<file path="src/rtl/mult_arb_if.sv">
// mult_arb_if: port set between the mult_arb sequencer and the shared
// 8x8 shift-add multiplier (start/busy handshake, 16-bit result).
// master = arbiter side, slave = multiplier side.
interface mult_arb_if;
  logic        mult_start_o;
  logic [7:0]  mult_a_bo;
  logic [7:0]  mult_b_bo;
  logic        mult_busy_i;
  logic [15:0] mult_y_bi;

  modport master (
    output mult_start_o,
    output mult_a_bo,
    output mult_b_bo,
    input  mult_busy_i,
    input  mult_y_bi
  );

  modport slave (
    input  mult_start_o,
    input  mult_a_bo,
    input  mult_b_bo,
    output mult_busy_i,
    output mult_y_bi
  );
endinterface

</file>
<file path="src/rtl/mult_arb.sv">
// mult_arb: round-robin arbiter/sequencer sharing one 8x8 multiplier between
// NREQ requesters. Grants one pending request, latches its operands, runs the
// multiplier through its start/busy handshake and returns the product with a
// one-cycle done pulse to the winner.
// Optional feature: define MULT_ARB_ZERO_BYPASS_EN to answer requests with a
// zero operand directly (one-cycle latency, multiplier not started).
module mult_arb #(
  parameter int NREQ = 4,
  parameter int IDW  = 2
) (
  input  logic               clk_i,
  input  logic               rst_i,
  input  logic [NREQ-1:0]    req_i,
  input  logic [NREQ*8-1:0]  a_bi,
  input  logic [NREQ*8-1:0]  b_bi,
  output logic [NREQ-1:0]    gnt_o,
  output logic [NREQ-1:0]    done_o,
  output logic [15:0]        y_bo,
  output logic               busy_o,
  mult_arb_if.master         mult
);

  typedef enum logic [1:0] {
    ST_IDLE   = 2'd0,
    ST_LAUNCH = 2'd1,
    ST_WAIT   = 2'd2
`ifdef MULT_ARB_ZERO_BYPASS_EN
    , ST_ZERO = 2'd3
`endif
  } state_t;

  localparam logic [NREQ-1:0] ONE_HOT0 = {{(NREQ-1){1'b0}}, 1'b1};

  state_t          state_reg;
  logic [IDW-1:0]  ptr_reg;
  logic [IDW-1:0]  win_reg;
  logic [NREQ-1:0] upper_mask;
  logic [NREQ-1:0] req_upper;
  logic [IDW-1:0]  win_next;
  logic [IDW-1:0]  ptr_adv;
  logic [7:0]      a_sel;
  logic [7:0]      b_sel;
  logic            any_req;
`ifdef MULT_ARB_ZERO_BYPASS_EN
  logic            zero_op;
`endif

  // Requesters at or above the pointer get first pick; the rest wrap around.
  generate
    for (genvar gi = 0; gi < NREQ; gi++) begin : g_mask
      assign upper_mask[gi] = (IDW'(gi) >= ptr_reg);
    end
  endgenerate

  assign req_upper = req_i & upper_mask;
  assign any_req   = |req_i;

  // Winner: lowest set bit at/above the pointer, else lowest set bit overall.
  always_comb begin
    win_next = '0;
    for (int i = NREQ - 1; i >= 0; i--) begin
      if (req_i[i]) win_next = IDW'(i);
    end
    for (int i = NREQ - 1; i >= 0; i--) begin
      if (req_upper[i]) win_next = IDW'(i);
    end
  end

  assign a_sel   = a_bi[{win_next, 3'b000} +: 8];
  assign b_sel   = b_bi[{win_next, 3'b000} +: 8];
  assign ptr_adv = (win_reg == IDW'(NREQ - 1)) ? '0 : win_reg + 1'b1;
`ifdef MULT_ARB_ZERO_BYPASS_EN
  assign zero_op = (a_sel == 8'd0) || (b_sel == 8'd0);
`endif

  assign busy_o = (state_reg != ST_IDLE);

  // Sequencer FSM: arbitrate, launch the multiplier, collect the result.
  always_ff @(posedge clk_i or negedge rst_i) begin
    if (!rst_i) begin
      state_reg         <= ST_IDLE;
      ptr_reg           <= '0;
      win_reg           <= '0;
      gnt_o             <= '0;
      done_o            <= '0;
      y_bo              <= '0;
      mult.mult_start_o <= 1'b0;
      mult.mult_a_bo    <= '0;
      mult.mult_b_bo    <= '0;
    end else begin
      gnt_o  <= '0;
      done_o <= '0;
      case (state_reg)
        ST_IDLE: begin
          if (any_req) begin
            gnt_o          <= ONE_HOT0 << win_next;
            win_reg        <= win_next;
            mult.mult_a_bo <= a_sel;
            mult.mult_b_bo <= b_sel;
`ifdef MULT_ARB_ZERO_BYPASS_EN
            if (zero_op) begin
              state_reg <= ST_ZERO;
            end else begin
              mult.mult_start_o <= 1'b1;
              state_reg         <= ST_LAUNCH;
            end
`else
            mult.mult_start_o <= 1'b1;
            state_reg         <= ST_LAUNCH;
`endif
          end
        end
        ST_LAUNCH: begin
          if (mult.mult_busy_i) begin
            mult.mult_start_o <= 1'b0;
            state_reg         <= ST_WAIT;
          end
        end
        ST_WAIT: begin
          if (!mult.mult_busy_i) begin
            y_bo      <= mult.mult_y_bi;
            done_o    <= ONE_HOT0 << win_reg;
            ptr_reg   <= ptr_adv;
            state_reg <= ST_IDLE;
          end
        end
`ifdef MULT_ARB_ZERO_BYPASS_EN
        ST_ZERO: begin
          y_bo      <= '0;
          done_o    <= ONE_HOT0 << win_reg;
          ptr_reg   <= ptr_adv;
          state_reg <= ST_IDLE;
        end
`endif
        default: state_reg <= ST_IDLE;
      endcase
    end
  end

endmodule
</file>
<file path="src/flat_wrapper.sv">
// flat-port wrapper written by rule: the top's interface ports become plain ports
module mult_arb_flat 
#(
  parameter int NREQ = 4,
  parameter int IDW  = 2
)
  (clk_i, rst_i, req_i, a_bi, b_bi, gnt_o, done_o, y_bo, busy_o, mult_mult_start_o, mult_mult_a_bo, mult_mult_b_bo, mult_mult_busy_i, mult_mult_y_bi);
  mult_arb_if mult_i ();
  input  logic clk_i;
  input  logic rst_i;
  input  logic [NREQ-1:0] req_i;
  input  logic [NREQ*8-1:0] a_bi;
  input  logic [NREQ*8-1:0] b_bi;
  output logic [NREQ-1:0] gnt_o;
  output logic [NREQ-1:0] done_o;
  output logic [15:0] y_bo;
  output logic busy_o;
  output wire logic [$bits(mult_i.mult_start_o)-1:0] mult_mult_start_o;
  output wire logic [$bits(mult_i.mult_a_bo)-1:0] mult_mult_a_bo;
  output wire logic [$bits(mult_i.mult_b_bo)-1:0] mult_mult_b_bo;
  input wire logic [$bits(mult_i.mult_busy_i)-1:0] mult_mult_busy_i;
  input wire logic [$bits(mult_i.mult_y_bi)-1:0] mult_mult_y_bi;
  assign mult_mult_start_o = mult_i.mult_start_o;
  assign mult_mult_a_bo = mult_i.mult_a_bo;
  assign mult_mult_b_bo = mult_i.mult_b_bo;
  assign mult_i.mult_busy_i = mult_mult_busy_i;
  assign mult_i.mult_y_bi = mult_mult_y_bi;
  mult_arb #(.NREQ(NREQ), .IDW(IDW)) u_core (.clk_i(clk_i), .rst_i(rst_i), .req_i(req_i), .a_bi(a_bi), .b_bi(b_bi), .gnt_o(gnt_o), .done_o(done_o), .y_bo(y_bo), .busy_o(busy_o), .mult(mult_i));
endmodule
</file>
<file path="config.mk">
export PLATFORM = sky130hd
export DESIGN_NAME = mult_arb_flat
export DESIGN_NICKNAME = d
export VERILOG_FILES = /design/src/rtl/mult_arb_if.sv /design/src/rtl/mult_arb.sv /design/src/flat_wrapper.sv
export SDC_FILE = /design/constraint.sdc
export NUM_CORES = 1
export LEC_CHECK = 0
export ABC_AREA = 1
export CAP_MARGIN = 20
export CORE_ASPECT_RATIO = 1.5
export CORE_MARGIN = 4
export CORE_UTILIZATION = 41
export CTS_CLUSTER_DIAMETER = 50
export DETAILED_ROUTE_END_ITERATION = 10
export PLACE_DENSITY = 0.81
export SETUP_SLACK_MARGIN = 0.3
export SKIP_LAST_GASP = 1
export SYNTH_ARGS = -nofsm -noshare
export SYNTH_HDL_FRONTEND = slang
export SYNTH_SLANG_ARGS = --single-unit
</file>
<file path="constraint.sdc">
create_clock -name clk_i -period 1.9 [get_ports clk_i]
set_input_delay 0.285 -clock clk_i [delete_from_list [all_inputs] [get_ports clk_i]]
set_output_delay 0.285 -clock clk_i [all_outputs]
set_load 0.005 [all_outputs]
</file>
==> results of run 1 <==
## per-layer routing
layer  vias up  track usage [%]  share of wire (%)
met4         0             6.99                2.1
met3        11             2.67                5.5
met2        81             35.9                 55
met5         -                0                  0
li1       1364                -                  -
met1      1234             22.0                 38
## power by group through the flow
stage / registers, mW / logic [mW] / clock network (mW)
after CTS: 1.67 / 2.77 / 0.632
after floorplan: 1.69 / 1.35 / 0
after global routing: 1.72 / 3.08 / 0.664
final: 1.67 / 2.74 / 0.603
after global placement: 1.66 / 2.68 / 0
after detailed placement: 1.68 / 2.75 / 0
## cell usage after synthesis
library cell	n	area share [%]
a21oi_1	2	0.38
buf_1	1	0.14
buf_2	7	1.3
buf_4	4	1.1
buf_6	2	0.86
clkbuf_1	1	0.14
dfrtp_1	47	45
ha_1	4	1.9
inv_1	57	8.2
inv_2	4	0.57
nand2_1	138	20
nand2_4	2	0.86
nand3_1	58	11
nand3_4	1	0.67
nor2_1	14	2.0
nor2_2	3	0.72
o21ai_0	5	0.96
o21bai_2	1	0.43
or2_0	9	2.2
or2_1	7	1.7
## repair_timing
action,CTS,global route
gates resized for setup,2,6
endpoints found under the setup margin,1,35
pin swaps,0,0
gates cloned,0,0
buffers inserted,1,0
hold endpoints to repair,21,0
hold buffers,1,0
## cell families after synthesis
family	after synthesis	synth area share [%]
and+or+nand+nor	232	39.0
buffers and inverters	76	12.4
DFF	47	45.0
AOI/OAI and AO/OA	8	1.77
adders and majority gates	4	1.91
## area by class of cell
class / instances / area [um2] / area share (%)
Inverter: 61 / 229 / 5.51
Multi-Input combinational cell: 244 / 1130 / 27.1
Clock buffer: 5 / 68.8 / 1.66
Tap cell: 74 / 92.6 / 2.23
Timing Repair Buffer: 142 / 1440 / 34.7
Clock inverter: 3 / 18.8 / 0.452
Sequential cell: 47 / 1180 / 28.3
## how the worst min path moves through the flow
stage / startpoint / slack [ns] / end
after global routing: u_core.y_bo[1]$_DFFE_PN0P_ / 0.50 / u_core.y_bo[1]$_DFFE_PN0P_
final: rst_i / 0.48 / u_core.y_bo[5]$_DFFE_PN0P_
after CTS: u_core.y_bo[6]$_DFFE_PN0P_ / 0.48 / u_core.y_bo[6]$_DFFE_PN0P_
after detailed placement: rst_i / 0.29 / u_core.y_bo[5]$_DFFE_PN0P_
after floorplan: rst_i / -0.01 / u_core.done_o[0]$_DFF_PN0_
after global placement: rst_i / 0.27 / u_core.mult.mult_a_bo[0]$_DFFE_PN0P_
## through the flow
step / hold WS, ns / instances
after floorplan: -0.0106 / 367
after global placement: 0.271 / 566
after detailed placement: 0.290 / 566
after CTS: 0.480 / 576
after global routing: 0.500 / 576
final: 0.476 / 576
==> results.cfg, run 1 <==
[yosys]
synth_nets = 458
avgSynthCellArea_um2 = 7.13
syn_area_um2 = 2620
ys_seq_area_share_pct = 45.0
ys_types = 20
ys_seq_elements = 47
yosysWarnings = 0
synthCells = 367

[routing]
ant_nets = 0
drt-initial-drc-count = 79
dr.pass1.iters = 5
via_count = 2690
wl_per_cell_um = 12.6
drc = 0
finalWirelength_um = 7280
vias_per_cell = 4.67

[hold_path]
min_path_type = input pin to asynchronous set/reset pin

[power_and_ir_drop]
pwr-share-seq_pct = 33.3
comb_power_share_pct = 54.7
p_int_mw = 3.12
p_switching_mw = 1.89
clkPwrFrac_pct = 12.0
powerDensity_nw_per_um2 = 1210
power_mw = 5.01
peakVddDrop_mv = 0.631
swShare_pct = 37.7
p_leak_nw = 2.15

[sta]
setup-violations-final = 0
relSlewSlack_pct = 66.4
fin_ws_ns = 0.417
period_needed_ns = 1.48
tns_ns = 0
slew_violations = 0
period_share_pct = 78.0
worst_pin_slew_ns = 0.504
hold_viol_final = 0
clock.fmax_mhz = 674
rsz0062_at_grt = yes
skew_ns = 0.00584

[finish]
largest_register_ffs = 16
final_cell_area_um2 = 4160
regMostFlops = u_core.y_bo
nNetsFinal = 592
layout_commonest_cell = nand2_1
layout-drive-gt1-share_pct = 6.97
num_antenna_cells = 0
area_growth_pct = 58.8
utilization_pct = 67.3
largestRegisters = u_core.y_bo (16), u_core.mult.mult_a_bo (8), u_core.mult.mult_b_bo (8)
nFillCells = 558
layout_common_cells = nand2_1 (138), clkdlybuf4s50_1 (123), nand3_1 (58)

[global_routing]
antenna_found_initial = 0
grt_pass1_vias = 2633
overflow = 0
grt_pass1_wl_um = 11900
grt_max_degree = 50
grt_usage_pct = 19.5

[setup_path]
reg2reg_from = u_core.ptr_reg[1]$_DFFE_PN0P_
crit_start = u_core.mult.mult_b_bo[2]$_DFFE_PN0P_
startpoint_type = flop
cp.buffers_inverters = 1
worst-path-max-fanout = 2
cp.depth = 1
crit_path_end_kind = output port
crit_path_top_delay_cell = clkdlybuf4s50_1
worstPathRequired_ns = 1.62
critPathCapture = mult_mult_b_bo[2]
slowest_delay_ns = 0.55
rrSetupSlack_ns = 0.47
cp_data_arrival_time_ns = 1.20
r2r_end = u_core.mult.mult_b_bo[7]$_DFFE_PN0P_
rr_worst_depth = 8
critPathKind = flop to output port
worstPathCellList = clkdlybuf4s50_1
crit_family = buffers and inverters

[clock_tree]
cts_tree = done
clock_latency_ns = 0.30
htree_levels = 2
clock-sinks = 47
cts_root_buf = clkbuf_8
clk_pin_slew_ns = 0.09
ctsLongestPathBuffers = 2
cts_inserted_buffers = 5

[status]
outcome = completed

[floorplan]
initial_core_util_pct = 42.4
die_y_um = 106
rows = 35
pin_count = 129
coreArea_um2 = 6170
dieArea_um2 = 7750
die_w_um = 73.2

[placement]
io_buffers = 128
place_area_um2 = 4030
place_congestion = 0.812
dp_slack_ns = 0.0501
dp_hpwl_um = 5800

[flow_run]
max-cap-violations = 0
No activity file was read; power rests on OpenSTA's default activity.
==> run 2, diff against run 1 <==
==> constraint.sdc (replaced) <==
create_clock -name clk_i -period 1.5 [get_ports clk_i]
set_input_delay 0.225 -clock clk_i [delete_from_list [all_inputs] [get_ports clk_i]]
set_output_delay 0.225 -clock clk_i [all_outputs]
set_load 0.005 [all_outputs]
==> results.cfg, run 2 (synthesis gave the netlist of run 1 again) <==
[routing]
via_count = 2908
drt-initial-drc-count = 119
wl_per_cell_um = 14.6
vias_per_cell = 4.78
ant_nets = 0
dr.pass1.iters = 4
drc = 0
finalWirelength_um = 8880

[placement]
dp_slack_ns = -0.254
io_buffers = 128
place_congestion = 0.780
dp_hpwl_um = 5880

[clock_tree]
cts_tree = done
ctsLongestPathBuffers = 2
clock-sinks = 47
clock_latency_ns = 0.30
cts_inserted_buffers = 5
htree_levels = 2
clk_pin_slew_ns = 0.09
cts_root_buf = clkbuf_8

[floorplan]
pin_count = 129
coreArea_um2 = 6170
die_w_um = 73.2
die_y_um = 106
rows = 35
dieArea_um2 = 7750
initial_core_util_pct = 42.4

[sta]
worst_pin_slew_ns = 0.539
period_share_pct = 98.4
period_needed_ns = 1.48
rsz0062_at_grt = yes
clock.fmax_mhz = 677
skew_ns = 0.00408
tns_ns = 0
relSlewSlack_pct = 64.1
fin_ws_ns = 0.0233
hold_viol_final = 0
setup-violations-final = 0
slew_violations = 0

[global_routing]
grt_max_degree = 34
grt-busiest-layer = met2
antenna_found_initial = 0
grt_usage_pct = 22.1
grt_pass1_vias = 2925
overflow = 0
grt_pass1_wl_um = 13400
grt_use_met2_pct = 42.6
use_met3_pct = 3.53
grtUsageMet1_pct = 22.8

[setup_path]
worstPathCellList = nand2_2 > nand2_4 > nand2_4 > nand2_4 > nand2_8 > clkbuf_16 > or2_1 > nand3_1 > nand3_1
worst-path-max-fanout = 8
r2r_end = u_core.mult.mult_b_bo[5]$_DFFE_PN0P_
rr_worst_depth = 9
cpMostUsedCell = nand2_4
slowest_delay_ns = 0.39
critPathKind = flop to flop
critPathCapture = u_core.mult.mult_b_bo[5]$_DFFE_PN0P_
startpoint_type = flop
crit_path_end_kind = flop
crit_path_top_delay_cell = dfrtp_1
cp.depth = 9
crit_family = simple AND/OR/NAND/NOR gates
cp_data_arrival_time_ns = 1.67
crit_start = u_core.ptr_reg[1]$_DFFE_PN0P_
reg2reg_from = u_core.ptr_reg[1]$_DFFE_PN0P_
rrSetupSlack_ns = 0.02
worstPathRequired_ns = 1.69
cp.buffers_inverters = 1

[flow_run]
max-cap-violations = 0

[finish]
largestRegisters = u_core.y_bo (16), u_core.mult.mult_a_bo (8), u_core.mult.mult_b_bo (8)
layout_commonest_cell = nand2_1
nFillCells = 426
num_antenna_cells = 0
area_growth_pct = 84.3
layout_common_cells = nand2_1 (99), clkdlybuf4s50_1 (81), inv_1 (53)
seq_area_um2 = 1180
regMostFlops = u_core.y_bo
nNetsFinal = 625
largest_register_ffs = 16
multi_input_area_um2 = 1400
utilization_pct = 78.1
layout-drive-gt1-share_pct = 23.7

[hold_path]
min_path_type = input pin to asynchronous set/reset pin

[power_and_ir_drop]
p_int_mw = 4.52
powerDensity_nw_per_um2 = 1560
pwr-share-seq_pct = 28.9
p_switching_mw = 2.98
comb_power_share_pct = 60.7
p_leak_nw = 2.48
swShare_pct = 39.7
clkPwrFrac_pct = 10.4
peakVddDrop_mv = 0.804

[status]
outcome = completed
-- run 2: changes by cell type in the layout (fill, tap and decap cells not counted), moves of 7 or more --
| cell | change |
|---|---|
| buf_6 | +8 |
| nand2_2 | +28 |
| nand3_2 | +7 |
| nand2_1 | -39 |
| buf_4 | +13 |
| dlygate4sd2_1 | +14 |
| nor2_4 | +7 |
| nand3_1 | -7 |
| nand2_4 | +10 |
| nor2_1 | -7 |
| clkdlybuf4s50_1 | -42 |
| clkdlybuf4s15_1 | +29 |
-- run 2: metal layers --
metal	routed length, um	part of all wire [%]
met5	0	0
met2	5120	58
met3	406	4.6
met1	3080	35
met4	269	3.0
-- run 2: area by class of cell --
| cell class | instances | share of cell area (%) |
|---|---|---|
| clock buffers | 6 | 1.51 |
| clock inverters | 2 | 0.337 |
| inverters | 61 | 5.06 |
| multi-input cells | 245 | 29.0 |
| flip-flops and latches | 47 | 24.4 |
| well taps | 74 | 1.92 |
| repair buffers | 173 | 37.6 |
| repair inverters | 1 | 0.234 |
-- run 2: worst min path at each step --
stage	from	to	slack, ns
finish	rst_i	u_core.y_bo[8]$_DFFE_PN0P_	0.43
global route	mult_mult_y_bi[6]	u_core.y_bo[6]$_DFFE_PN0P_	0.47
floorplan	rst_i	u_core.done_o[0]$_DFF_PN0_	-0.07
detailed placement	rst_i	u_core.y_bo[8]$_DFFE_PN0P_	0.25
CTS	rst_i	u_core.y_bo[8]$_DFFE_PN0P_	0.45
global placement	rst_i	u_core.y_bo[8]$_DFFE_PN0P_	0.23
-- run 2: metrics by stage --
stage	hold slack, ns	power, mW	area (um2)	cells
after floorplan	-0.0706	3.89	2640	367
after global placement	0.234	5.54	4070	572
after detailed placement	0.247	5.65	4070	572
after CTS	0.452	6.90	4540	601
after global routing	0.467	8.07	4820	609
final	0.431	7.50	4820	609
-- run 2: worst reg2reg max path: stages, from the launching register on --
cell       delay, ns
dfrtp_1         0.39
nand2_2         0.09
nand2_4         0.09
nand2_4         0.07
nand2_4         0.10
nand2_8         0.09
clkbuf_16       0.17
or2_1           0.23
nand3_1         0.08
nand3_1         0.06
-- run 2: power groups by stage --
stage / Sequential, mW / Clock, mW / Combinational, mW
2_1_floorplan: 2.14 / 0 / 1.75
3_3_place_gp: 2.13 / 0 / 3.42
3_5_place_dp: 2.14 / 0 / 3.51
4_1_cts: 2.12 / 0.794 / 3.99
5_1_grt: 2.21 / 0.846 / 5.01
6_report: 2.17 / 0.780 / 4.56
-- run 2: timing repair --
item,CTS,global route
hold endpoints to repair,20,0
resized for setup,109,73
setup endpoints to repair,82,71
hold buffers,1,0
setup buffers,16,6
cloned,4,2
pin swaps,19,26
==> run 3, diff against run 2 <==
--- a/config.mk
+++ b/config.mk
@@ -13,6 +13,7 @@
 export CTS_CLUSTER_DIAMETER = 50
 export DETAILED_ROUTE_END_ITERATION = 10
 export PLACE_DENSITY = 0.81
+export RECOVER_POWER = 100
 export SETUP_SLACK_MARGIN = 0.3
 export SKIP_LAST_GASP = 1
 export SYNTH_ARGS = -nofsm -noshare
==> results.cfg, run 3 (synthesis gave the netlist of run 1 again) <==
[setup_path]
worstPathCellList = nand2_2 > nand2_4 > nand2_4 > nand2_4 > nand2_8 > clkbuf_16 > or2_1 > nand3_1 > nand3_1
startpoint_type = flop
worst-path-max-fanout = 8
cpMostUsedCell = nand2_4
rr_worst_depth = 9
rrSetupSlack_ns = 0.02
r2r_end = u_core.mult.mult_b_bo[5]$_DFFE_PN0P_
worstPathRequired_ns = 1.69
reg2reg_from = u_core.ptr_reg[1]$_DFFE_PN0P_
cp_data_arrival_time_ns = 1.68
slowest_delay_ns = 0.40
critPathKind = flop to flop
crit_path_end_kind = flop
critPathCapture = u_core.mult.mult_b_bo[5]$_DFFE_PN0P_
crit_start = u_core.ptr_reg[1]$_DFFE_PN0P_
crit_path_top_delay_cell = dfrtp_1

[power_and_ir_drop]
clkPwrFrac_pct = 10.4
comb_power_share_pct = 60.7
p_int_mw = 4.53
powerDensity_nw_per_um2 = 1570
peakVddDrop_mv = 0.809
swShare_pct = 39.7
p_leak_nw = 2.44
p_switching_mw = 2.98
pwr-share-seq_pct = 28.9

[finish]
layout-drive-gt1-share_pct = 23.0
largest_register_ffs = 16
multi_input_area_um2 = 1400
regMostFlops = u_core.y_bo
fin_cells = 609
utilization_pct = 77.7
layout_common_cells = nand2_1 (99), clkdlybuf4s50_1 (81), inv_1 (54)
num_antenna_cells = 0
layout_commonest_cell = nand2_1
final_cell_area_um2 = 4800
largestRegisters = u_core.y_bo (16), u_core.mult.mult_a_bo (8), u_core.mult.mult_b_bo (8)
area_growth_pct = 83.3
seq_area_um2 = 1180
nNetsFinal = 625
nFillCells = 430

[sta]
period_share_pct = 98.8
worst_pin_slew_ns = 0.564
hold_viol_final = 0
relSlewSlack_pct = 62.4
slew_violations = 0
fin_ws_ns = 0.0182
setup-violations-final = 0
rsz0062_at_grt = yes
period_needed_ns = 1.48
skew_ns = 0.00366
clock.fmax_mhz = 675

[floorplan]
die_w_um = 73.2
initial_core_util_pct = 42.4
pin_count = 129
dieArea_um2 = 7750
rows = 35
coreArea_um2 = 6170
die_y_um = 106

[placement]
dp.cells = 572
place_congestion = 0.780
place_area_um2 = 4070
dp_slack_ns = -0.254
io_buffers = 128
dp_hpwl_um = 5880

[clock_tree]
cts_inserted_buffers = 5
clk_pin_slew_ns = 0.09
htree_levels = 2
clock_latency_ns = 0.30
clock-sinks = 47
cts_root_buf = clkbuf_8
cts_tree = done
ctsLongestPathBuffers = 2

[flow_run]
max-cap-violations = 0

[global_routing]
grt_usage_pct = 22.1
overflow = 0
grt_pass1_wl_um = 13400
antenna_found_initial = 0
grt_max_degree = 34
grt_pass1_vias = 2925

[routing]
wl_per_cell_um = 14.6
finalWirelength_um = 8900
drt-initial-drc-count = 128
via_count = 2918
dr.pass1.iters = 4
drc = 0
ant_nets = 0
vias_per_cell = 4.79

[hold_path]
min_path_type = input pin to asynchronous set/reset pin

[status]
outcome = completed
[run 3: changes by cell type in the layout (fill, tap and decap cells not counted), moves of 2 or more]
cell and delta:
buf_6 -2, clkdlybuf4s25_1 +30, clkdlybuf4s15_1 -29, clkbuf_1 +2
[run 3: repair_timing]
action                     CTS  global route
gates cloned                 4             2
resized for setup          109            73
hold endpoints to repair    20             0
pin swaps                   19            26
setup endpoints to repair   82            71
hold buffers                 1             0
buffers inserted            16             6
[run 3: cell type report]
cell class | instances | share of cell area (%)
clock buffers | 6 | 1.51
clock inverters | 2 | 0.339
inverters | 61 | 5.09
multi-input cells | 245 | 29.1
flip-flops and latches | 47 | 24.5
well taps | 74 | 1.93
repair buffers | 173 | 37.3
repair inverters | 1 | 0.235
[run 3: worst max-delay path, delay by kind of cell, from the launching register on]
kind,cells,cell delay (ns)
AND/OR/NAND/NOR,8,0.80
flip-flops,1,0.40
buffers and inverters,1,0.17
[run 3: worst min path at each step]
stage | to | cells after the start | startpoint
detailed placement | u_core.y_bo[8]$_DFFE_PN0P_ | 1 | rst_i
CTS | u_core.y_bo[8]$_DFFE_PN0P_ | 2 | rst_i
global placement | u_core.y_bo[8]$_DFFE_PN0P_ | 1 | rst_i
finish | u_core.y_bo[8]$_DFFE_PN0P_ | 2 | rst_i
global route | u_core.y_bo[6]$_DFFE_PN0P_ | 3 | mult_mult_y_bi[6]
floorplan | u_core.done_o[0]$_DFF_PN0_ | 0 | rst_i
[run 3: metal layers]
| layer | track usage (%) | routed length, um |
|---|---|---|
| met1 | 22.8 | 3090 |
| met2 | 42.6 | 5160 |
| met3 | 3.53 | 390 |
| met4 | 7.78 | 260 |
| met5 | 0 | 0 |
[run 3: power groups by stage]
stage	Sequential (mW)	Clock [mW]	Combinational [mW]
finish	2.17	0.781	4.56
global route	2.21	0.846	5.01
detailed placement	2.14	0	3.51
floorplan	2.14	0	1.75
CTS	2.12	0.794	3.99
global placement	2.13	0	3.42
[run 3: metrics by stage]
step	TNS, ns	power, mW	hold WS, ns
final	0	7.51	0.438
after detailed placement	-4.88	5.65	0.247
after floorplan	0	3.89	-0.0706
after CTS	0	6.90	0.452
after global routing	-0.416	8.07	0.467
after global placement	-4.07	5.54	0.234
